## src/rtl/obstaculos_map_loader_if.sv

```systemverilog
// Byte-stream and obstacle-write bundle for obstaculos_map_loader.
// master: byte source / memory-manager side. slave: the loader itself.
interface obstaculos_map_loader_if #(
    parameter int unsigned ADDR_WIDTH = 8
);
    logic                  byte_valid_in;
    logic [7:0]            byte_data_in;
    logic                  byte_ready_out;
    logic                  obstaculos_wr_enable_out;
    logic [ADDR_WIDTH-1:0] obstaculos_wr_addr_out;
    logic                  obstaculos_wr_data_out;

    modport master (
        output byte_valid_in,
        output byte_data_in,
        input  byte_ready_out,
        input  obstaculos_wr_enable_out,
        input  obstaculos_wr_addr_out,
        input  obstaculos_wr_data_out
    );

    modport slave (
        input  byte_valid_in,
        input  byte_data_in,
        output byte_ready_out,
        output obstaculos_wr_enable_out,
        output obstaculos_wr_addr_out,
        output obstaculos_wr_data_out
    );
endinterface

```

## src/rtl/obstaculos_map_loader.sv

```systemverilog
// Obstacle map loader: serialises a byte stream (8 cells per byte, LSB = lowest address) into
// 1-bit writes on the obstacle memory port, or bulk-clears every cell to 0.
// Optional macro OBSTACULOS_MAP_COUNT_EN adds obst_count_out, the number of 1-cells written by
// the current/last operation.
module obstaculos_map_loader #(
    parameter int unsigned ADDR_WIDTH = 8,
    parameter int unsigned MAP_CELLS  = 2 ** ADDR_WIDTH
) (
    input  logic                    clk,
    input  logic                    rst,
    input  logic                    start_clear_in,
    input  logic                    start_load_in,
    input  logic                    abort_in,
    obstaculos_map_loader_if.slave  bus,
    output logic                    busy_out,
    output logic                    done_out,
    output logic                    error_out
`ifdef OBSTACULOS_MAP_COUNT_EN
    ,
    output logic [ADDR_WIDTH:0]     obst_count_out
`endif
);

    localparam int unsigned CntW = ADDR_WIDTH + 1;
    localparam logic [CntW-1:0] LastAddr = CntW'(MAP_CELLS - 1);

    typedef enum logic [2:0] {StIdle, StClear, StWaitByte, StShift, StDone} state_e;

    state_e                state_q, state_d;
    logic [CntW-1:0]       addr_q, addr_d;    // address of the write being presented / next
    logic [2:0]            bit_q, bit_d;
    logic [7:0]            shift_q, shift_d;  // bit 0 is the cell being written
    logic                  ready_q, ready_d;
    logic                  wr_en_q, wr_en_d;
    logic [ADDR_WIDTH-1:0] wr_addr_q, wr_addr_d;
    logic                  wr_data_q, wr_data_d;
    logic                  busy_q, busy_d;
    logic                  done_q, done_d;
    logic                  error_q, error_d;
    logic                  busy_now;
    logic                  at_last;
    logic                  starting;

    // Next-state logic; every output is derived from the next state so it lands registered.
    always_comb begin
        state_d  = state_q;
        addr_d   = addr_q;
        bit_d    = bit_q;
        shift_d  = shift_q;
        done_d   = done_q;
        busy_now = (state_q == StClear) || (state_q == StWaitByte) || (state_q == StShift);
        at_last  = (addr_q == LastAddr);
        starting = 1'b0;
        error_d  = busy_now && (start_clear_in || start_load_in);

        unique case (state_q)
            StIdle, StDone: begin
                // Clear wins when both starts arrive together; abort has no effect here.
                if (start_clear_in) begin
                    state_d  = StClear;
                    addr_d   = '0;
                    done_d   = 1'b0;
                    starting = 1'b1;
                end else if (start_load_in) begin
                    state_d  = StWaitByte;
                    addr_d   = '0;
                    done_d   = 1'b0;
                    starting = 1'b1;
                end
            end
            StClear: begin
                if (abort_in) begin
                    state_d = StIdle;
                end else if (at_last) begin
                    state_d = StDone;
                    done_d  = 1'b1;
                end else begin
                    addr_d = addr_q + 1'b1;
                end
            end
            StWaitByte: begin
                if (abort_in) begin
                    state_d = StIdle;
                end else if (bus.byte_valid_in && ready_q) begin
                    shift_d = bus.byte_data_in;
                    bit_d   = '0;
                    state_d = StShift;
                end
            end
            StShift: begin
                if (abort_in) begin
                    state_d = StIdle;
                end else if (at_last) begin
                    // Map full: remaining bits of this byte are dropped.
                    state_d = StDone;
                    done_d  = 1'b1;
                end else begin
                    addr_d  = addr_q + 1'b1;
                    shift_d = shift_q >> 1;
                    bit_d   = bit_q + 1'b1;
                    if (bit_q == 3'd7) begin
                        state_d = StWaitByte;
                    end
                end
            end
            default: state_d = StIdle;
        endcase

        busy_d    = (state_d == StClear) || (state_d == StWaitByte) || (state_d == StShift);
        ready_d   = (state_d == StWaitByte);
        wr_en_d   = (state_d == StClear) || (state_d == StShift);
        wr_addr_d = addr_d[ADDR_WIDTH-1:0];
        wr_data_d = (state_d == StShift) && shift_d[0];
    end

    // State and registered outputs, synchronous reset.
    always_ff @(posedge clk) begin
        if (rst) begin
            state_q   <= StIdle;
            addr_q    <= '0;
            bit_q     <= '0;
            shift_q   <= '0;
            ready_q   <= 1'b0;
            wr_en_q   <= 1'b0;
            wr_addr_q <= '0;
            wr_data_q <= 1'b0;
            busy_q    <= 1'b0;
            done_q    <= 1'b0;
            error_q   <= 1'b0;
        end else begin
            state_q   <= state_d;
            addr_q    <= addr_d;
            bit_q     <= bit_d;
            shift_q   <= shift_d;
            ready_q   <= ready_d;
            wr_en_q   <= wr_en_d;
            wr_addr_q <= wr_addr_d;
            wr_data_q <= wr_data_d;
            busy_q    <= busy_d;
            done_q    <= done_d;
            error_q   <= error_d;
        end
    end

    assign bus.byte_ready_out           = ready_q;
    assign bus.obstaculos_wr_enable_out = wr_en_q;
    assign bus.obstaculos_wr_addr_out   = wr_addr_q;
    assign bus.obstaculos_wr_data_out   = wr_data_q;
    assign busy_out                     = busy_q;
    assign done_out                     = done_q;
    assign error_out                    = error_q;

`ifdef OBSTACULOS_MAP_COUNT_EN
    logic [CntW-1:0] cnt_q, cnt_d;

    // Count includes the strobe being registered this edge, so it tracks the write port exactly.
    always_comb begin
        cnt_d = cnt_q + {{ADDR_WIDTH{1'b0}}, (wr_en_d && wr_data_d)};
        if (starting) begin
            cnt_d = '0;
        end
    end

    // Obstacle count register.
    always_ff @(posedge clk) begin
        if (rst) begin
            cnt_q <= '0;
        end else begin
            cnt_q <= cnt_d;
        end
    end

    assign obst_count_out = cnt_q;
`endif

endmodule

```

## src/flat_wrapper.sv

```systemverilog
// flat-port wrapper written by rule: the top's interface ports become plain ports
module obstaculos_map_loader_flat 
#(
    parameter int unsigned ADDR_WIDTH = 8,
    parameter int unsigned MAP_CELLS  = 2 ** ADDR_WIDTH
)
  (clk, rst, start_clear_in, start_load_in, abort_in, busy_out, done_out, error_out, bus_byte_valid_in, bus_byte_data_in, bus_byte_ready_out, bus_obstaculos_wr_enable_out, bus_obstaculos_wr_addr_out, bus_obstaculos_wr_data_out);
  obstaculos_map_loader_if #(.ADDR_WIDTH(ADDR_WIDTH)) bus_i ();
  input  logic clk;
  input  logic rst;
  input  logic start_clear_in;
  input  logic start_load_in;
  input  logic abort_in;
  output logic busy_out;
  output logic done_out;
  output logic error_out;
  input wire logic [$bits(bus_i.byte_valid_in)-1:0] bus_byte_valid_in;
  input wire logic [$bits(bus_i.byte_data_in)-1:0] bus_byte_data_in;
  output wire logic [$bits(bus_i.byte_ready_out)-1:0] bus_byte_ready_out;
  output wire logic [$bits(bus_i.obstaculos_wr_enable_out)-1:0] bus_obstaculos_wr_enable_out;
  output wire logic [$bits(bus_i.obstaculos_wr_addr_out)-1:0] bus_obstaculos_wr_addr_out;
  output wire logic [$bits(bus_i.obstaculos_wr_data_out)-1:0] bus_obstaculos_wr_data_out;
  assign bus_i.byte_valid_in = bus_byte_valid_in;
  assign bus_i.byte_data_in = bus_byte_data_in;
  assign bus_byte_ready_out = bus_i.byte_ready_out;
  assign bus_obstaculos_wr_enable_out = bus_i.obstaculos_wr_enable_out;
  assign bus_obstaculos_wr_addr_out = bus_i.obstaculos_wr_addr_out;
  assign bus_obstaculos_wr_data_out = bus_i.obstaculos_wr_data_out;
  obstaculos_map_loader #(.ADDR_WIDTH(ADDR_WIDTH), .MAP_CELLS(MAP_CELLS)) u_core (.clk(clk), .rst(rst), .start_clear_in(start_clear_in), .start_load_in(start_load_in), .abort_in(abort_in), .bus(bus_i), .busy_out(busy_out), .done_out(done_out), .error_out(error_out));
endmodule
```

## config.mk

```make
export PLATFORM = sky130hd
export DESIGN_NAME = obstaculos_map_loader_flat
export DESIGN_NICKNAME = d
export VERILOG_FILES = /design/src/rtl/obstaculos_map_loader_if.sv /design/src/rtl/obstaculos_map_loader.sv /design/src/flat_wrapper.sv
export SDC_FILE = /design/constraint.sdc
export NUM_CORES = 1
export LEC_CHECK = 0
export CAP_MARGIN = 20
export CORE_UTILIZATION = 31
export DETAILED_ROUTE_END_ITERATION = 10
export PLACE_DENSITY = 0.61
export SETUP_SLACK_MARGIN = 0.3
export SLEW_MARGIN = 20
export SYNTH_ARGS = -nofsm -noshare
export SYNTH_HDL_FRONTEND = slang
export SYNTH_SLANG_ARGS = --single-unit
export TNS_END_PERCENT = 50
```

## constraint.sdc

```tcl
create_clock -name clk -period 2.2 [get_ports clk]
set_input_delay 0.33 -clock clk [delete_from_list [all_inputs] [get_ports clk]]
set_output_delay 0.33 -clock clk [all_outputs]
set_load 0.05 [all_outputs]
```

==> key figures, run 1 <==
Hold path
  – Min-Delay Path Class: register to register

Synthesis
  – Most used DFF post-synth: dfxtp_1
  – Most common cell in the netlist: dfxtp_1
  – YS warnings: 0
  – FFs w/ async S/R, synth: 0%
  – Post-synth top area share: 39.6%
  – Cells after synthesis: 166
  – Yosys reg bits: 29
  – Distinct cells, synth: 41
  – Synth top area cells: dfxtp_1 (40%), a21oi_1 (5.5%), nand3_1 (5.1%), ha_1 (4.3%), mux2i_1 (4.1%)
  – Syn Nets: 185
  – Post-synthesis sequential area ratio: 39.6%
  – EDFF count, synth: 0
  – Syn_area_per_cell: 8.83 um2
  – Synthesized cell area: 1470 um2
  – Yosys top cell by area: dfxtp_1
  – Top post-synthesis cells by count: dfxtp_1 (29), a21oi_1 (16), nand3_1 (15)

Timing
  – Clock Skew: 0.00723 ns
  – Hold Violations, Final: 0
  – RSZ-0062 raised after global routing: yes
  – Setup TNS: 0 ns
  – WHS: 0.465 ns
  – Fin crit period: 1.87 ns
  – Final setup fails: 0
  – Final Max Slew Viols: 0
  – Max transition margin: 63.7%
  – Fin crit share: 85.0%
  – Least-Margin Pin Slew: 0.539 ns
  – Final WS setup: 0.330 ns
  – Fmax: 0.535 GHz

Placement
  – Routability cong.: 0.744
  – Dpl cell area: 1770 um2
  – Buffers on Ports: 27
  – Placed cells: 237
  – DPL Wire Length: 2.17 mm
  – Place WS: 0.0195 ns

Clock tree
  – Clock Tree Root: clkbuf_8
  – Num CTS Buffers: 5
  – Clk sink count: 29
  – H-tree lvl count: 2
  – CTS tree: done
  – Clock transition at the registers of the reported paths: 0.06 ns
  – Clock Path Buffers: 2
  – Clk_lat worst skew: 0.28 ns

Power and ir drop
  – PD cells: 642 nW/um2
  – P_int: 970 uW
  – Sequential power share: 42.7%
  – Clock power share: 45.3%
  – Combinational power share: 12.0%
  – Switching Power: 303 uW
  – Leakage Power: 0.678 nW
  – Pwr Total: 1.27 mW
  – Switching Fraction: 23.8%
  – VDD IR max: 0.393 mV

Critical path
  – Crit path kind: register to primary output
  – Crit path DAT: 1.54 ns
  – Critical Path End Type: primary output
  – CP Cell Sequence: buf_4, clkdlybuf4s50_1
  – Crit-path slowest cell: clkdlybuf4s50_1
  – Critical Path RT: 1.87 ns
  – Worst Path Max Fanout: 6
  – Max incr delay on CP: 0.80 ns
  – CP Launch Type: register

Global route
  – Initial antenna violation count: 0
  – Largest net degree at the start of global routing: 14
  – Grt ovf: 0
  – Vias in the first global route: 1167
  – Total GRT Usage: 13.3%
  – First-pass GRT wire length: 5.20 mm

Drt
  – WL/cell: 12.9 um
  – Vias post-DR: 1286
  – Vias per cell: 5.16
  – Residual DRC: 0
  – Drt first pass iters: 6
  – Final ANT Viol Nets: 0
  – Routed WL: 3.20 mm
  – Starting DRT DRC Count: 45

Layout
  – Design area: 1980 um2
  – Layout Utilization: 44.6%
  – Fraction of final layout cells sized beyond drive strength 1: 21.3%
  – Multi-input logic area: 810 um2
  – Layout overhead on the synthesized area: 35.2%
  – Filler cells: 453
  – FF/Latch Area: 593 um2
  – Nets: 215
  – N_diodes: 0
  – Final cell count without fillers: 249

Floorplanning
  – Core ar.: 4440 um2
  – Top-level port count: 28
  – Initial Util: 33.0%
  – Die height: 70.8 um
  – Rows: 24
  – Die area: 5010 um2
  – Die width: 70.8 um

Flow run
  – Max cap viols: 0

Status
  – Status: finished, final reports clean
## cell families (layout without fill, tap and decap cells)
| kind of cell | count (synthesis) | count (layout) | share of synthesized area [%] |
|---|---|---|---|
| and+or+nand+nor | 65 | 65 | 25.3 |
| AOI/OAI and AO/OA | 40 | 40 | 18.2 |
| DFF | 29 | 29 | 39.6 |
| buffers and inverters | 21 | 52 | 8.62 |
| muxes | 6 | 6 | 4.10 |
| adders and majority gates | 5 | 5 | 4.27 |
## worst max-delay path, delay by kind of cell, from the launching register on
family / cells / cell delay (ns)
buffers and inverters: 2 / 0.94
DFF: 1 / 0.32
## area by class of cell
class	instances	area share, %
Tap cell	52	3.28
Multi-Input combinational cell	116	40.8
Inverter	2	0.379
Clock buffer	6	4.17
Timing Repair Buffer	42	19.5
Sequential cell	29	29.9
Clock inverter	2	1.89
## layer usage
layer,global-route usage [%],up-vias,wire (um)
met2,20.8,24,1510
met5,0,-,0
met3,5.41,4,139
li1,-,659,-
met1,16.3,599,1530
met4,5.33,0,28
## worst paths after layout
path         slack (ns)                                      endpoint  cells past startpoint                                               from
min reg2reg        0.47                u_core.shift_q[4]$_SDFFE_PP0P_                      2                     u_core.shift_q[4]$_SDFFE_PP0P_
max reg2reg        0.37  u_core.bus.obstaculos_wr_data_out$_SDFF_PP0_                      9  u_core.bus.obstaculos_wr_addr_out[0]$_SDFFE_PP0P_
min                0.47                u_core.shift_q[4]$_SDFFE_PP0P_                      2                     u_core.shift_q[4]$_SDFFE_PP0P_
max                0.33                 bus_obstaculos_wr_addr_out[2]                      2  u_core.bus.obstaculos_wr_addr_out[2]$_SDFFE_PP0P_
## state kept, by name, summed over array words and instances (netlist names)
name	flops
u_core.bus.obstaculos_wr_addr_out	8
u_core.shift_q	8
u_core.bit_q	3
u_core.state_q	3
u_core.addr_q	1
u_core.bus.byte_ready_out	1
u_core.bus.obstaculos_wr_data_out	1
u_core.bus.obstaculos_wr_enable_out	1
u_core.busy_out	1
u_core.done_out	1
u_core.error_out	1
## repair_timing
item	in CTS	in global routing
resized for setup	6	14
pin swaps	4	6
hold buffers	0	0
setup buffers	1	3
setup endpoints to repair	10	14
## power groups by stage
stage | Combinational (mW) | Sequential, mW | Clock [mW]
after CTS | 0.149 | 0.543 | 0.593
after global placement | 0.148 | 0.555 | 0
after floorplan | 0.0780 | 0.571 | 0
final | 0.153 | 0.543 | 0.577
after global routing | 0.165 | 0.544 | 0.614
after detailed placement | 0.148 | 0.555 | 0
## layout by cell type, fill, tap and decap left out, types with 2 or more instances in the layout
cell type         n
a211oi_1          3
a21boi_1          2
a21oi_1          16
a22oi_1           6
buf_4            14
clkbuf_8          6
clkdlybuf4s50_1  27
dfxtp_1          23
dfxtp_2           4
dfxtp_4           2
ha_1              3
ha_4              2
inv_1             2
mux2i_1           6
nand2_1           8
nand2b_1          5
nand3_1          15
nand4_1           4
nand4b_1          2
nor2_1            8
nor2b_1           2
nor4_1            4
o21ai_0           4
o31ai_1           2
or2_2             2
or3_1             2
or3b_4            2
or4_1             2
Power figures use the tool's default switching activity.
==> inputs of run 2 (changes only) <==
--- a/config.mk
+++ b/config.mk
@@ -8,7 +8,7 @@
 export CAP_MARGIN = 20
 export CORE_UTILIZATION = 31
 export DETAILED_ROUTE_END_ITERATION = 10
-export PLACE_DENSITY = 0.61
+export PLACE_DENSITY = 0.63
 export SETUP_SLACK_MARGIN = 0.3
 export SLEW_MARGIN = 20
 export SYNTH_ARGS = -nofsm -noshare
==> constraint.sdc (replaced) <==
create_clock -name clk -period 1.6 [get_ports clk]
set_input_delay 0.24 -clock clk [delete_from_list [all_inputs] [get_ports clk]]
set_output_delay 0.24 -clock clk [all_outputs]
set_load 0.05 [all_outputs]
==> run 2 against run 1 <==
- the run now ends with setup timing left
- final area grew 24%
- combinational power up 97%
- via count rose by 14%
- die area unchanged
- sequential share of layout area down 5.7 points
- utilization up 11 points
- largest cell class unchanged
==> key figures, run 2 (same netlist as run 1, synthesis figures left out) <==
Drt
  – WL/cell: 13.7 um
  – Final ANT Viol Nets: 0
  – Vias post-DR: 1468
  – Vias per cell: 5.21
  – Drt first pass iters: 6
  – Routed WL: 3.87 mm
  – Residual DRC: 0
  – Starting DRT DRC Count: 44

Layout
  – Commonest cells after routing, fill and taps aside: buf_4 (52), dfxtp_1 (21), a21oi_1 (16), clkdlybuf4s50_1 (13), nand3_2 (11)
  – Nets: 248
  – Layout Utilization: 55.2%
  – N_diodes: 0
  – Fraction of final layout cells sized beyond drive strength 1: 51.7%
  – Commonest non-fill, non-tap cell in the layout: buf_4
  – Layout overhead on the synthesized area: 67.2%
  – Final cell count without fillers: 282

Critical path
  – Crit-path slowest cell: or4_1
  – Critical Path RT: 1.80 ns
  – Crit path kind: register to register
  – CP Launch Type: register
  – Worst Path Max Fanout: 7
  – Critical path's top delay family: simple AND/OR/NAND/NOR gates
  – Buf/Inv on CP: 1
  – Max incr delay on CP: 0.46 ns
  – Most used cell, CP: ha_4
  – Crit path DAT: 1.96 ns
  – Critical Path End Type: register
  – CP Cell Sequence: ha_4, nand3_4, nor2_4, ha_4, buf_6, and2_4, or4_1, a21boi_1

Timing
  – Final Max Slew Viols: 0
  – Fmax: 0.570 GHz
  – Final setup fails: 22
  – RSZ-0062 raised after global routing: yes
  – Final WS setup: -0.155 ns
  – Setup TNS: -1.24 ns
  – Fin crit share: 110%
  – Max transition margin: 76.9%
  – Least-Margin Pin Slew: 0.345 ns
  – Clock Skew: 0.00514 ns
  – Fin crit period: 1.75 ns
  – Hold Violations, Final: 0

Power and ir drop
  – VDD IR max: 0.649 mV
  – Leakage Power: 0.923 nW
  – PD cells: 745 nW/um2
  – Pwr Total: 1.83 mW

Clock tree
  – Clk_lat worst skew: 0.28 ns
  – CTS tree: done
  – Clock transition at the registers of the reported paths: 0.06 ns
  – Post-CTS Hold Fix Bufs: 0
  – Clock Tree Root: clkbuf_8
  – Num CTS Buffers: 5
  – H-tree lvl count: 2
  – Clock Path Buffers: 2
  – Clk sink count: 29

Global route
  – Met3 usage: 4.27%
  – Largest net degree at the start of global routing: 18
  – First-pass GRT wire length: 6.50 mm
  – Initial antenna violation count: 0
  – Global routing usage on met1: 21.0%
  – Met2 Track Usage GR: 26.8%
  – Vias in the first global route: 1437
  – Total GRT Usage: 16.5%
  – Most Crowded Layer GR: met2
  – Grt ovf: 0

Floorplanning
  – Core ar.: 4440 um2
  – Rows: 24
  – Die area: 5010 um2
  – Top-level port count: 28
  – Initial Util: 33.0%
  – Die width: 70.8 um
  – Die height: 70.8 um

Placement
  – Buffers on Ports: 27
  – Routability cong.: 0.760
  – Placed cells: 265
  – DPL Wire Length: 2.60 mm
  – Place WS: -0.406 ns

Status
  – Status: finished with violations
  – Failing checks: setup timing

Hold path
  – Min-Delay Path Class: register to register

Flow run
  – Max cap viols: 0
[run 2: changes by cell type in the layout (fill, tap and decap cells not counted), sizes merged]
cell	delta
buf	+46
clkdlybuf4s50	-14
clkbuf	+1
clkinvlp	-1
or3b	+1
[run 2: layer usage]
layer / wire length [um] / vias to the layer above / share of wire (%)
li1: - / 731 / -
met1: 1780 / 700 / 46
met2: 1850 / 26 / 48
met3: 136 / 11 / 3.5
met4: 107 / 0 / 2.8
met5: 0 / - / 0
[run 2: power by group]
| group | switching [mW] | leakage [nW] | internal, mW | total, mW |
|---|---|---|---|---|
| logic | 0.153 | 0.626 | 0.147 | 0.301 |
| registers | 0.00971 | 0.239 | 0.737 | 0.746 |
| clock network | 0.273 | 0.0585 | 0.507 | 0.780 |
| total | 0.436 | 0.923 | 1.39 | 1.83 |
[run 2: final timing paths]
check | from | end | slack, ns | depth (start not counted)
min | u_core.shift_q[2]$_SDFFE_PP0P_ | u_core.shift_q[2]$_SDFFE_PP0P_ | 0.48 | 2
max reg2reg | u_core.bus.obstaculos_wr_addr_out[0]$_SDFFE_PP0P_ | u_core.bus.obstaculos_wr_addr_out[4]$_SDFFE_PP0P_ | -0.15 | 8
max | u_core.bus.obstaculos_wr_addr_out[0]$_SDFFE_PP0P_ | u_core.bus.obstaculos_wr_addr_out[4]$_SDFFE_PP0P_ | -0.15 | 8
min reg2reg | u_core.shift_q[2]$_SDFFE_PP0P_ | u_core.shift_q[2]$_SDFFE_PP0P_ | 0.48 | 2
[run 2: final cells by class]
type                       count  area (um2)
multi-input combinational    117        1020
fill                         395        1990
clock inverter                 1        30.0
inverter                       2        7.51
sequential                    29         593
timing repair buffer          74         648
clock buffer                   7        86.3
tap                           52        65.1
[run 2: worst reg2reg max path, stage by stage (launching register included)]
cell and delay (ns):
dfxtp_2 0.34, ha_4 0.17, nand3_4 0.08, nor2_4 0.05
ha_4 0.16, buf_6 0.12, and2_4 0.16, or4_1 0.46
a21boi_1 0.14
[run 2: per-stage QoR]
stage                     instance area (um2)  hold WS [ns]
after floorplan                          1600         0.380
after global placement                   2070         0.462
after global routing                     2450         0.496
final                                    2450         0.479
after CTS                                2330         0.479
after detailed placement                 2070         0.471
[run 2: what timing repair did]
| item | in CTS | in global routing |
|---|---|---|
| gates resized for setup | 25 | 25 |
| cloned | 1 | 1 |
| pin swaps | 11 | 11 |
| endpoints found under the setup margin | 28 | 28 |
| buffers inserted | 5 | 2 |
